## src/rtl/pwm_sample_modulator.sv

```systemverilog
// PWM output stage: 2-entry sample FIFO feeding one duty value per 2**SAMPLE_W-cycle period.
// Optional macro AUDIO_PWM_DSM_EN swaps the counter compare for a first-order delta-sigma modulator.
module pwm_sample_modulator #(
  parameter int SAMPLE_W = 8
) (
  input  logic                clk,
  input  logic                rst_n,
  input  logic                enable,
  input  logic [SAMPLE_W-1:0] sample_in,
  input  logic                sample_valid,
  output logic                sample_ready,
  output logic                pwm,
  output logic                period_start,
  output logic                underrun,
  output logic [7:0]          underrun_cnt,
  input  logic                clear
);

  localparam logic [SAMPLE_W-1:0] CNT_MAX  = '1;
  localparam logic [SAMPLE_W-1:0] DUTY_RST = {1'b1, {(SAMPLE_W-1){1'b0}}};

  logic [SAMPLE_W-1:0] cnt_q, cnt_d;
  logic [SAMPLE_W-1:0] duty_q, duty_d;
  logic [SAMPLE_W-1:0] fifo0_q, fifo1_q, fifo_head;
  logic                wr_ptr_q, rd_ptr_q;
  logic [1:0]          level_q, level_d;
  logic                pwm_q, pwm_d;
  logic                period_start_q, period_start_d;
  logic                underrun_q, underrun_d;
  logic [7:0]          underrun_cnt_q, underrun_cnt_d;
  logic                push, pop, boundary;

  assign sample_ready = (level_q != 2'd2);
  assign pwm          = pwm_q;
  assign period_start = period_start_q;
  assign underrun     = underrun_q;
  assign underrun_cnt = underrun_cnt_q;
  assign fifo_head    = rd_ptr_q ? fifo1_q : fifo0_q;

  // A pop against an empty FIFO is an underrun even if a push lands the same cycle (no bypass).
  always_comb begin
    push           = sample_valid && sample_ready;
    boundary       = enable && (cnt_q == CNT_MAX);
    pop            = boundary && (level_q != 2'd0);
    underrun_d     = boundary && (level_q == 2'd0);
    duty_d         = pop ? fifo_head : duty_q;
    cnt_d          = enable ? cnt_q + 1'b1 : '0;
    period_start_d = enable && (cnt_q == '0);
    level_d        = level_q;
    case ({push, pop})
      2'b10:   level_d = level_q + 2'd1;
      2'b01:   level_d = level_q - 2'd1;
      default: level_d = level_q;
    endcase
    underrun_cnt_d = underrun_cnt_q;
    if (clear) begin
      underrun_cnt_d = 8'd0;
    end else if (underrun_d && (underrun_cnt_q != 8'hFF)) begin
      underrun_cnt_d = underrun_cnt_q + 8'd1;
    end
  end

`ifdef AUDIO_PWM_DSM_EN
  logic [SAMPLE_W:0] acc_q, acc_d, acc_sum;

  // Carry out of the low bits is the density bit; only the low bits carry into the next cycle.
  always_comb begin
    acc_sum = {1'b0, acc_q[SAMPLE_W-1:0]} + {1'b0, duty_q};
    acc_d   = enable ? acc_sum : '0;
    pwm_d   = enable && acc_sum[SAMPLE_W];
  end

  always_ff @(posedge clk or negedge rst_n) begin
    if (!rst_n) begin
      acc_q <= '0;
    end else begin
      acc_q <= acc_d;
    end
  end
`else
  always_comb begin
    pwm_d = enable && (cnt_q < duty_q);
  end
`endif

  always_ff @(posedge clk or negedge rst_n) begin
    if (!rst_n) begin
      cnt_q          <= '0;
      duty_q         <= DUTY_RST;
      fifo0_q        <= '0;
      fifo1_q        <= '0;
      wr_ptr_q       <= 1'b0;
      rd_ptr_q       <= 1'b0;
      level_q        <= 2'd0;
      pwm_q          <= 1'b0;
      period_start_q <= 1'b0;
      underrun_q     <= 1'b0;
      underrun_cnt_q <= 8'd0;
    end else begin
      cnt_q          <= cnt_d;
      duty_q         <= duty_d;
      level_q        <= level_d;
      pwm_q          <= pwm_d;
      period_start_q <= period_start_d;
      underrun_q     <= underrun_d;
      underrun_cnt_q <= underrun_cnt_d;
      wr_ptr_q       <= wr_ptr_q ^ push;
      rd_ptr_q       <= rd_ptr_q ^ pop;
      if (push && !wr_ptr_q) fifo0_q <= sample_in;
      if (push && wr_ptr_q)  fifo1_q <= sample_in;
    end
  end

endmodule

```

## config.mk

```make
export PLATFORM = sky130hd
export DESIGN_NAME = pwm_sample_modulator
export DESIGN_NICKNAME = d
export VERILOG_FILES = /design/src/rtl/pwm_sample_modulator.sv
export SDC_FILE = /design/constraint.sdc
export NUM_CORES = 1
export LEC_CHECK = 0
export BUFFER_PORTS_ARGS = -buffer_cell sky130_fd_sc_hd__buf_2
export CAP_MARGIN = 0
export CORE_ASPECT_RATIO = 0.5
export CORE_UTILIZATION = 31
export CTS_CLUSTER_SIZE = 40
export DETAILED_ROUTE_END_ITERATION = 7
export PLACE_DENSITY = 0.56
export SLEW_MARGIN = 20
export SYNTH_ARGS = -nofsm -noshare
export SYNTH_HDL_FRONTEND = slang
export SYNTH_SLANG_ARGS = --single-unit
```

## constraint.sdc

```tcl
create_clock -name clk -period 2.3 [get_ports clk]
set_clock_uncertainty 0.1 [all_clocks]
set_input_delay 0.23 -clock clk [delete_from_list [all_inputs] [get_ports clk]]
set_output_delay 0.23 -clock clk [all_outputs]
set_load 0.05 [all_outputs]
```

# [Word level (Yosys, flattened, before mapping)]
# Cells that the tools add are included.
[op_classes] addsub=4 n_eq_ne=5 mul=0 order_cmp=1 shift=0 n_div=0 reduce_logical=15 n_bitwise=2 muxes=5
[ops] op="8-bit two-way mux" n=4
[ops] op="8-bit by 1-bit adder with 8-bit output, second input constant" n=2
[ops] op="1-bit logical AND" n=9
[ops] op="8-bit == test, second input constant" n=1
[ops] op="8-bit zero test" n=1
[ops] op="8-bit < comparator" n=1
[ops] op="8-bit inequality test, second input constant" n=1
[ops] op="2-bit nonzero test" n=3
[ops] op="2-bit one-hot mux with 2 select lines" n=1
[ops] op="2-bit by 1-bit adder with 2-bit output, second input constant" n=1
[ops] op="2-bit by 1-bit == test with 1-bit output, second input constant" n=1
[ops] op="2-bit == test, second input constant" n=1
[ops] op="2-bit zero test" n=1
[ops] op="2-bit inequality test, second input constant" n=1
[ops] op="2-bit by 1-bit subtractor with 2-bit output, second input constant" n=1
[ops] op="1-bit bitwise XOR" n=2
[ops] op="1-bit zero test" n=1
[word_totals] latch_bits=0 ramBits=0 mem_bits_ro=0 memories=0 out_inout_bits=12 word_cells=43 input_bits=13 regBits=47

# [Depth between registers and ports, before layout]
# Gate-level depths: netlist of run 1.
[depth] ltp_word=6 depth_mapped=8 mapped_depth_nobuf=7

# [Worst setup path after synthesis of run 1]
# No wires, ideal clock.
[synth_timing] path_kind="register to register" from="reg cnt_q[0]" to="reg level_q[1]" required_time_ps=2121 t_arrival_ps=1939 path_buffers=1 setup_slack_ps=182 path_stages_with_launch=8 synth_period_minus_slack_ps=2118 setup_time_ps=79 cell_sequence="dfrtp_1 ha_1 nand4_1 nor3_2 clkbuf_1 ha_1 nor2_1 xor2_1"
[synth_between] elab_chain_cells=5 word_cells_on_any_way=7 cone_classes="eq/ne (3); mux (1); reduce/logical (3)"
[synth_lines] item="start, declared" line="22" rtl="logic [SAMPLE_W-1:0] cnt_q, cnt_d;"
[synth_lines] item="start signal, assigned" line="100" rtl="cnt_q <= cnt_d;"
[synth_lines] item="8-bit == test (*)" line="43" rtl="boundary = enable && (cnt_q == CNT_MAX);"
[synth_lines] item="1-bit logical AND (*)" line="43"
[synth_lines] item="1-bit logical AND (*)" line="44" rtl="pop = boundary && (level_q != 2'd0);"
[synth_lines] item="via pop" line="31" rtl="logic push, pop, boundary;"
[synth_lines] item="2-bit by 1-bit == test with 1-bit output or 2-bit == test (tied branches)" line="50" rtl="case ({push, pop})"
[synth_lines] item="2-bit one-hot mux with 2 select lines or 2-bit nonzero test (tied branches)"
[synth_lines] item="end signal, assigned" line="102" rtl="level_q <= level_d;"
[synth_lines] item="end, declared" line="26" rtl="logic [1:0] level_q, level_d;"
# Mark *: on every way through the listed nets, which the timed path passes. The rest lies on a longest branch.
# A chain may end at the register's enable or synchronous reset.

# [Final worst setup path of run 1]
[layout_timing] from="reg cnt_q[1]" to="reg underrun_cnt_q[0] (netlist: underrun_cnt[0])"
[layout_between] elab_chain_cells=5
[layout_lines] item="8-bit == test" line="43"
[layout_lines] item="1-bit logical AND" line="43"
[layout_lines] item="1-bit logical AND" line="45" rtl="underrun_d = boundary && (level_q == 2'd0);"
[layout_lines] item="1-bit logical AND" line="58" rtl="end else if (underrun_d && (underrun_cnt_q != 8'hFF)) begin"
[layout_lines] item="2-bit nonzero test (no line)"
[layout_lines] item="end signal, assigned" line="106" rtl="underrun_cnt_q <= underrun_cnt_d;"
[layout_lines] item="end, declared" line="30" rtl="logic [7:0] underrun_cnt_q, underrun_cnt_d;"
# No other way between the ends.

==> flow_metrics.py, run 1 <==
metrics = {
    "outcome": {
        "status": "finished clean",
    },
    "worst_setup_path": {
        "r2r-start": "cnt_q[1]$_DFF_PN0_",
        "required_ps": 2410,
        "critPathSlowestCell": "or4_4",
        "path_max_fanout": 12,
        "reg2reg_to": "underrun_cnt[0]$_DFFE_PN0P_",
        "start_kind": "flip-flop",
        "path_cells": "ha_1 > nand4_1 > or4_4 > buf_4 > or3_1 > a21oi_1",
        "end_kind": "flip-flop",
        "r2r_cells": 6,
        "cp_data_arrival_time_ps": 2220,
        "timing_worst_setup_path_type": "flip-flop to flip-flop",
        "critPathTopFamily": "simple AND/OR/NAND/NOR gates",
        "max_stage_delay_ps": 530,
        "worst-path-buf-inv": 1,
        "reg2reg_slack_ps": 190,
    },
    "synth": {
        "async_flop_share_pct": 100,
        "synth_fp_nets": 228,
        "yosysWarnings": 0,
        "synth_cells": 202,
        "syn_area_per_cell_um2": 11.2,
        "synth_seq_area_share_pct": 51.8,
        "synth-seq-cells": 47,
        "yosysUniqueCellTypes": 38,
        "synth_area_um2": 2270,
        "synth_ff_type": "dfrtp_1",
        "synth_edf_count": 0,
    },
    "sta": {
        "max_slew_margin_pct": 54.0,
        "period_share_pct": 91.7,
        "worst_pin_slew_ps": 687,
        "tns_ps": 0,
        "setup_viol": 0,
        "period_minus_slack_ps": 2110,
        "grt_setup_unrepaired": "false",
        "max_freq_ghz": 0.474,
        "slew_violations": 0,
        "hold_viol_final": 0,
    },
    "worst_hold_path": {
        "hold_start": "sample_in[1]",
        "min_path_cells": 2,
        "hp-class": "input port to flip-flop",
        "hold_end": "fifo0_q[1]$_DFFE_PN0P_",
    },
    "routing": {
        "dr.pass1.iters": 4,
        "drcViolationCount": 0,
        "vias": 1593,
        "ant_nets": 0,
        "wl_per_cell_um": 12.7,
        "wl_um": 4160,
        "detailedRoute.firstIterationViolations": 53,
        "vias_per_cell": 4.86,
    },
    "floorplanning": {
        "fp.dieW_um": 123,
        "initial_core_util_pct": 33.0,
        "num_io_pins": 25,
        "rows": 21,
        "die_area_um2": 7690,
        "coreArea_um2": 6880,
        "dieHeight_um": 62.5,
    },
    "final_layout": {
        "multi_input_area_um2": 1010,
        "num-fill-cells": 695,
        "register_area_um2": 1180,
        "final_cell_mix": "46 x dfrtp_1, 24 x buf_2, 16 x mux2_2, 16 x a21oi_1, 14 x inv_1",
        "antennaDiodeCount": 0,
        "nNetsFinal": 261,
        "final_common_cell": "dfrtp_1",
        "drive_gt1_share_pct": 26.7,
        "syn2layout_area_growth_pct": 19.2,
        "stdcell_count": 328,
    },
    "global_routing": {
        "antenna_found_initial": 0,
        "met1_usage_pct": 16.4,
        "track_usage_pct": 12.5,
        "grt_pass1_vias": 1648,
        "grt_max_degree": 48,
        "grt_first_pass_wirelength_um": 7450,
        "grt.met2_usage_pct": 20.2,
        "grt_overflow": 0,
        "met3_usage_pct": 3.10,
        "busiest_layer": "met2",
    },
    "clock_tree": {
        "post_cts_buffers": 0,
        "clk_pin_slew_ps": 70,
        "ctsHtreeMaxLevel": 2,
        "clockBufferDepth": 2,
        "cts_tree": "yes",
        "clk_latency_ps": 290,
        "cts_root_buffer": "clkbuf_16",
        "cts.sinks": 47,
        "cts_made_buffers": 5,
    },
    "place": {
        "numPortBuffers": 24,
        "dp_cells": 319,
        "place_hpwl_um": 2930,
        "place_congestion": 0.769,
    },
    "pwr": {
        "power_density_nw_per_um2": 860,
        "p_leak_nw": 1.23,
        "vdd_drop_max_v": 0.000302,
    },
    "flow_run": {
        "drv_cap": 0,
    },
}
[report_power, final]
part | internal [mW] | total [mW] | switching (mW)
Clock | 0.409 | 0.729 | 0.321
Sequential | 1.01 | 1.10 | 0.0906
Combinational | 0.266 | 0.498 | 0.231
[Yosys cell counts (all sizes together) (3+ instances only)]
cell     n  area share [%]
nor2    13             2.1
dfrtp   46              51
ha      13             7.2
or3      5             1.4
mux2    16             7.9
o31ai    4             1.3
nand3    7             1.5
xnor2    5             1.9
nand4    3             1.1
inv     14             2.3
xor2     3             1.2
mux2i    8             3.5
o21ai    4            0.88
nand2b   3            0.83
clkbuf   6             1.0
a21oi   16             3.5
and2     5             1.4
buf      3            0.55
nand2    5            0.83
or4      6             2.0
[layer usage]
metal	vias to the layer above	wire [um]
met5	-	0
met4	0	54
met3	6	173
met2	29	1880
met1	774	2060
li1	784	-
[timing repair]
| item | 4_1_cts | 5_1_grt |
|---|---|---|
| endpoints found under the hold margin | 46 | 0 |
| endpoints found under the setup margin | 0 | 8 |
| gates resized for setup | 0 | 1 |
| hold buffers | 1 | 0 |
[sequential cells by signal, summed over array words and instances (netlist names)]
register and flops:
cnt_q 8, duty_q 8, fifo0_q 8, fifo1_q 8, level_q 2, period_start 1, pwm 1, rd_ptr_q 1
underrun 1, underrun_cnt 8, wr_ptr_q 1
[worst max-delay path by stage]
stage	cells after the start	slack, ps	start	to
after floorplan	7	180	cnt_q[0]$_DFF_PN0_	level_q[1]$_DFFE_PN0P_
after global placement	6	150	cnt_q[1]$_DFF_PN0_	underrun_cnt[0]$_DFFE_PN0P_
after detailed placement	6	50	cnt_q[1]$_DFF_PN0_	underrun_cnt[0]$_DFFE_PN0P_
after CTS	6	30	cnt_q[1]$_DFF_PN0_	underrun_cnt[0]$_DFFE_PN0P_
after global routing	5	80	cnt_q[1]$_DFF_PN0_	underrun_cnt[7]$_DFFE_PN0P_
final	6	190	cnt_q[1]$_DFF_PN0_	underrun_cnt[0]$_DFFE_PN0P_
[stage by stage]
stage / hold slack, ps / cell area [um2] / util (%) / setup WS [ps] / total power, mW
6_report: 80.9 / 2710 / 39.3 / 191 / 2.33
5_1_grt: 86.9 / 2710 / 39.3 / 83.8 / 2.47
4_1_cts: 77.4 / 2700 / 39.3 / 29.9 / 2.36
3_5_place_dp: 270 / 2540 / 37.0 / 50.3 / 1.62
3_3_place_gp: 255 / 2540 / 37.0 / 145 / 1.60
2_1_floorplan: -166 / 2270 / - / 182 / 1.48
[final cells by class]
type                    count  area share, %
flip-flops and latches     47           43.5
multi-input cells         132           37.3
repair buffers             35           7.58
clock buffers               5           4.62
well taps                  92           4.25
inverters                  14           1.94
clock inverters             3          0.832
[logic make-up after synthesis]
logic type / count (synthesis) / share of synthesized area [%]
flip-flops: 47 / 51.8
XOR/XNOR: 8 / 3.09
AND/OR/NAND/NOR: 54 / 13.7
multiplexers: 24 / 11.5
buffers and inverters: 23 / 3.91
AO/OA/AOI/OAI: 33 / 8.87
adder cells (fa/ha/maj): 13 / 7.16
(Power assumes the default switching activity.)
==> inputs of run 2 (changes only) <==
- PLACE_DENSITY: 0.56 -> default
==> run 2 against run 1 <==
Net effect:
- flip-flop and latch count did not move
- total power fell by 0.76%
- global-route usage fell by 0.17 points
- critical endpoint is now underrun_cnt[4]$_DFFE_PN0P_
==> flow_metrics.py, run 2 (same netlist as run 1, synthesis figures left out) <==
metrics = {
    "final_layout": {
        "antennaDiodeCount": 0,
        "num-fill-cells": 695,
        "multi_input_area_um2": 1010,
        "drive_gt1_share_pct": 26.0,
        "final_cell_mix": "46 x dfrtp_1, 24 x buf_2, 16 x mux2_2, 16 x a21oi_1, 14 x inv_1",
        "final_common_cell": "dfrtp_1",
        "syn2layout_area_growth_pct": 18.9,
        "final_util_pct": 39.2,
        "register_area_um2": 1180,
        "nNetsFinal": 260,
    },
    "sta": {
        "holdWs_ps": 90.3,
        "max_freq_ghz": 0.467,
        "grt_setup_unrepaired": "false",
        "slew_violations": 0,
        "tns_ps": 0,
        "worst_pin_slew_ps": 642,
        "max_slew_margin_pct": 57.1,
        "period_share_pct": 93.0,
        "finalWorstSetupSlack_ps": 160,
        "period_minus_slack_ps": 2140,
        "setup_viol": 0,
        "hold_viol_final": 0,
    },
    "worst_setup_path": {
        "required_ps": 2410,
        "end_kind": "flip-flop",
        "path_cells": "ha_1 > nand4_1 > or4_4 > buf_6 > or4_1 > a21oi_1",
        "start_kind": "flip-flop",
        "timing.critical_path.to": "underrun_cnt[4]$_DFFE_PN0P_",
        "path_max_fanout": 17,
        "reg2reg_to": "underrun_cnt[4]$_DFFE_PN0P_",
        "max_stage_delay_ps": 500,
        "r2r_cells": 6,
        "critPathSlowestCell": "or4_1",
        "r2r-start": "cnt_q[1]$_DFF_PN0_",
        "reg2reg_slack_ps": 160,
        "crit_start": "cnt_q[1]$_DFF_PN0_",
        "cp_data_arrival_time_ps": 2250,
        "timing_worst_setup_path_type": "flip-flop to flip-flop",
    },
    "global_routing": {
        "grt_max_degree": 48,
        "track_usage_pct": 12.3,
        "grt_first_pass_wirelength_um": 7390,
        "antenna_found_initial": 0,
        "grt_overflow": 0,
        "grt_pass1_vias": 1586,
    },
    "routing": {
        "vias_per_cell": 4.83,
        "dr.pass1.iters": 4,
        "wl_per_cell_um": 13.0,
        "vias": 1579,
        "ant_nets": 0,
        "detailedRoute.firstIterationViolations": 117,
        "drcViolationCount": 0,
        "wl_um": 4250,
    },
    "pwr": {
        "vdd_drop_max_v": 0.000346,
        "power_mw": 2.31,
        "power_density_nw_per_um2": 855,
        "p_leak_nw": 1.22,
    },
    "place": {
        "numPortBuffers": 24,
        "place_hpwl_um": 2980,
        "pre_cts_ws_ps": 131,
        "place_congestion": 0.780,
    },
    "clock_tree": {
        "clk_pin_slew_ps": 60,
        "cts_tree": "yes",
        "cts.sinks": 47,
        "cts_made_buffers": 5,
        "clockBufferDepth": 2,
        "cts_root_buffer": "clkbuf_16",
        "clk_latency_ps": 280,
        "ctsHtreeMaxLevel": 2,
    },
    "floorplanning": {
        "initial_core_util_pct": 33.0,
        "die_area_um2": 7690,
        "fp.dieW_um": 123,
        "coreArea_um2": 6880,
        "rows": 21,
        "num_io_pins": 25,
        "dieHeight_um": 62.5,
    },
    "worst_hold_path": {
        "hp-class": "input port to flip-flop",
        "min_path_cells": 2,
    },
    "outcome": {
        "status": "finished clean",
    },
    "flow_run": {
        "drv_cap": 0,
    },
}
## run 2: worst min-delay path by stage
stage                  from                     end  slack (ps)
2_1_floorplan         rst_n      cnt_q[0]$_DFF_PN0_        -170
3_3_place_gp          rst_n  fifo1_q[4]$_DFFE_PN0P_         250
3_5_place_dp          rst_n  fifo0_q[4]$_DFFE_PN0P_         260
4_1_cts        sample_in[1]  fifo0_q[1]$_DFFE_PN0P_          80
5_1_grt        sample_in[0]  fifo1_q[0]$_DFFE_PN0P_          90
6_report       sample_in[1]  fifo0_q[1]$_DFFE_PN0P_          90
## run 2: what timing repair did
item	4_1_cts	5_1_grt
setup endpoints to repair	0	5
hold buffers	1	0
buffers inserted	0	2
endpoints found under the hold margin	46	0
gates resized for setup	0	2
## run 2: area by class of cell
| class | instances | area share, % |
|---|---|---|
| clock buffers | 6 | 4.77 |
| clock inverters | 2 | 0.602 |
| inverters | 14 | 1.95 |
| multi-input cells | 132 | 37.3 |
| flip-flops and latches | 47 | 43.6 |
| well taps | 92 | 4.26 |
| repair buffers | 34 | 7.46 |
## run 2: critical path: cells and delay by family, from the launching register on
| kind | cells | cell delay, ps |
|---|---|---|
| buffers and inverters | 1 | 170 |
| flip-flops | 1 | 380 |
| AO/OA/AOI/OAI | 1 | 150 |
| AND/OR/NAND/NOR | 3 | 1080 |
| adder cells (fa/ha/maj) | 1 | 180 |
## run 2: per-layer routing
metal	GRT usage (%)	vias to the layer above	part of all wire, %
met5	0	-	0
met4	3.61	0	0.80
met3	3.28	2	4.6
met2	20.6	22	48
met1	15.6	782	46
li1	-	773	-
## run 2: power by group
part	switching, mW	internal, mW
clock	0.309	0.407
combinational	0.225	0.257
sequential	0.102	1.01
## run 2: stage by stage
stage / instances / area (um2)
after floorplan: 202 / 2270
after global placement: 316 / 2520
after detailed placement: 316 / 2520
after CTS: 325 / 2680
after global routing: 327 / 2700
final: 327 / 2700
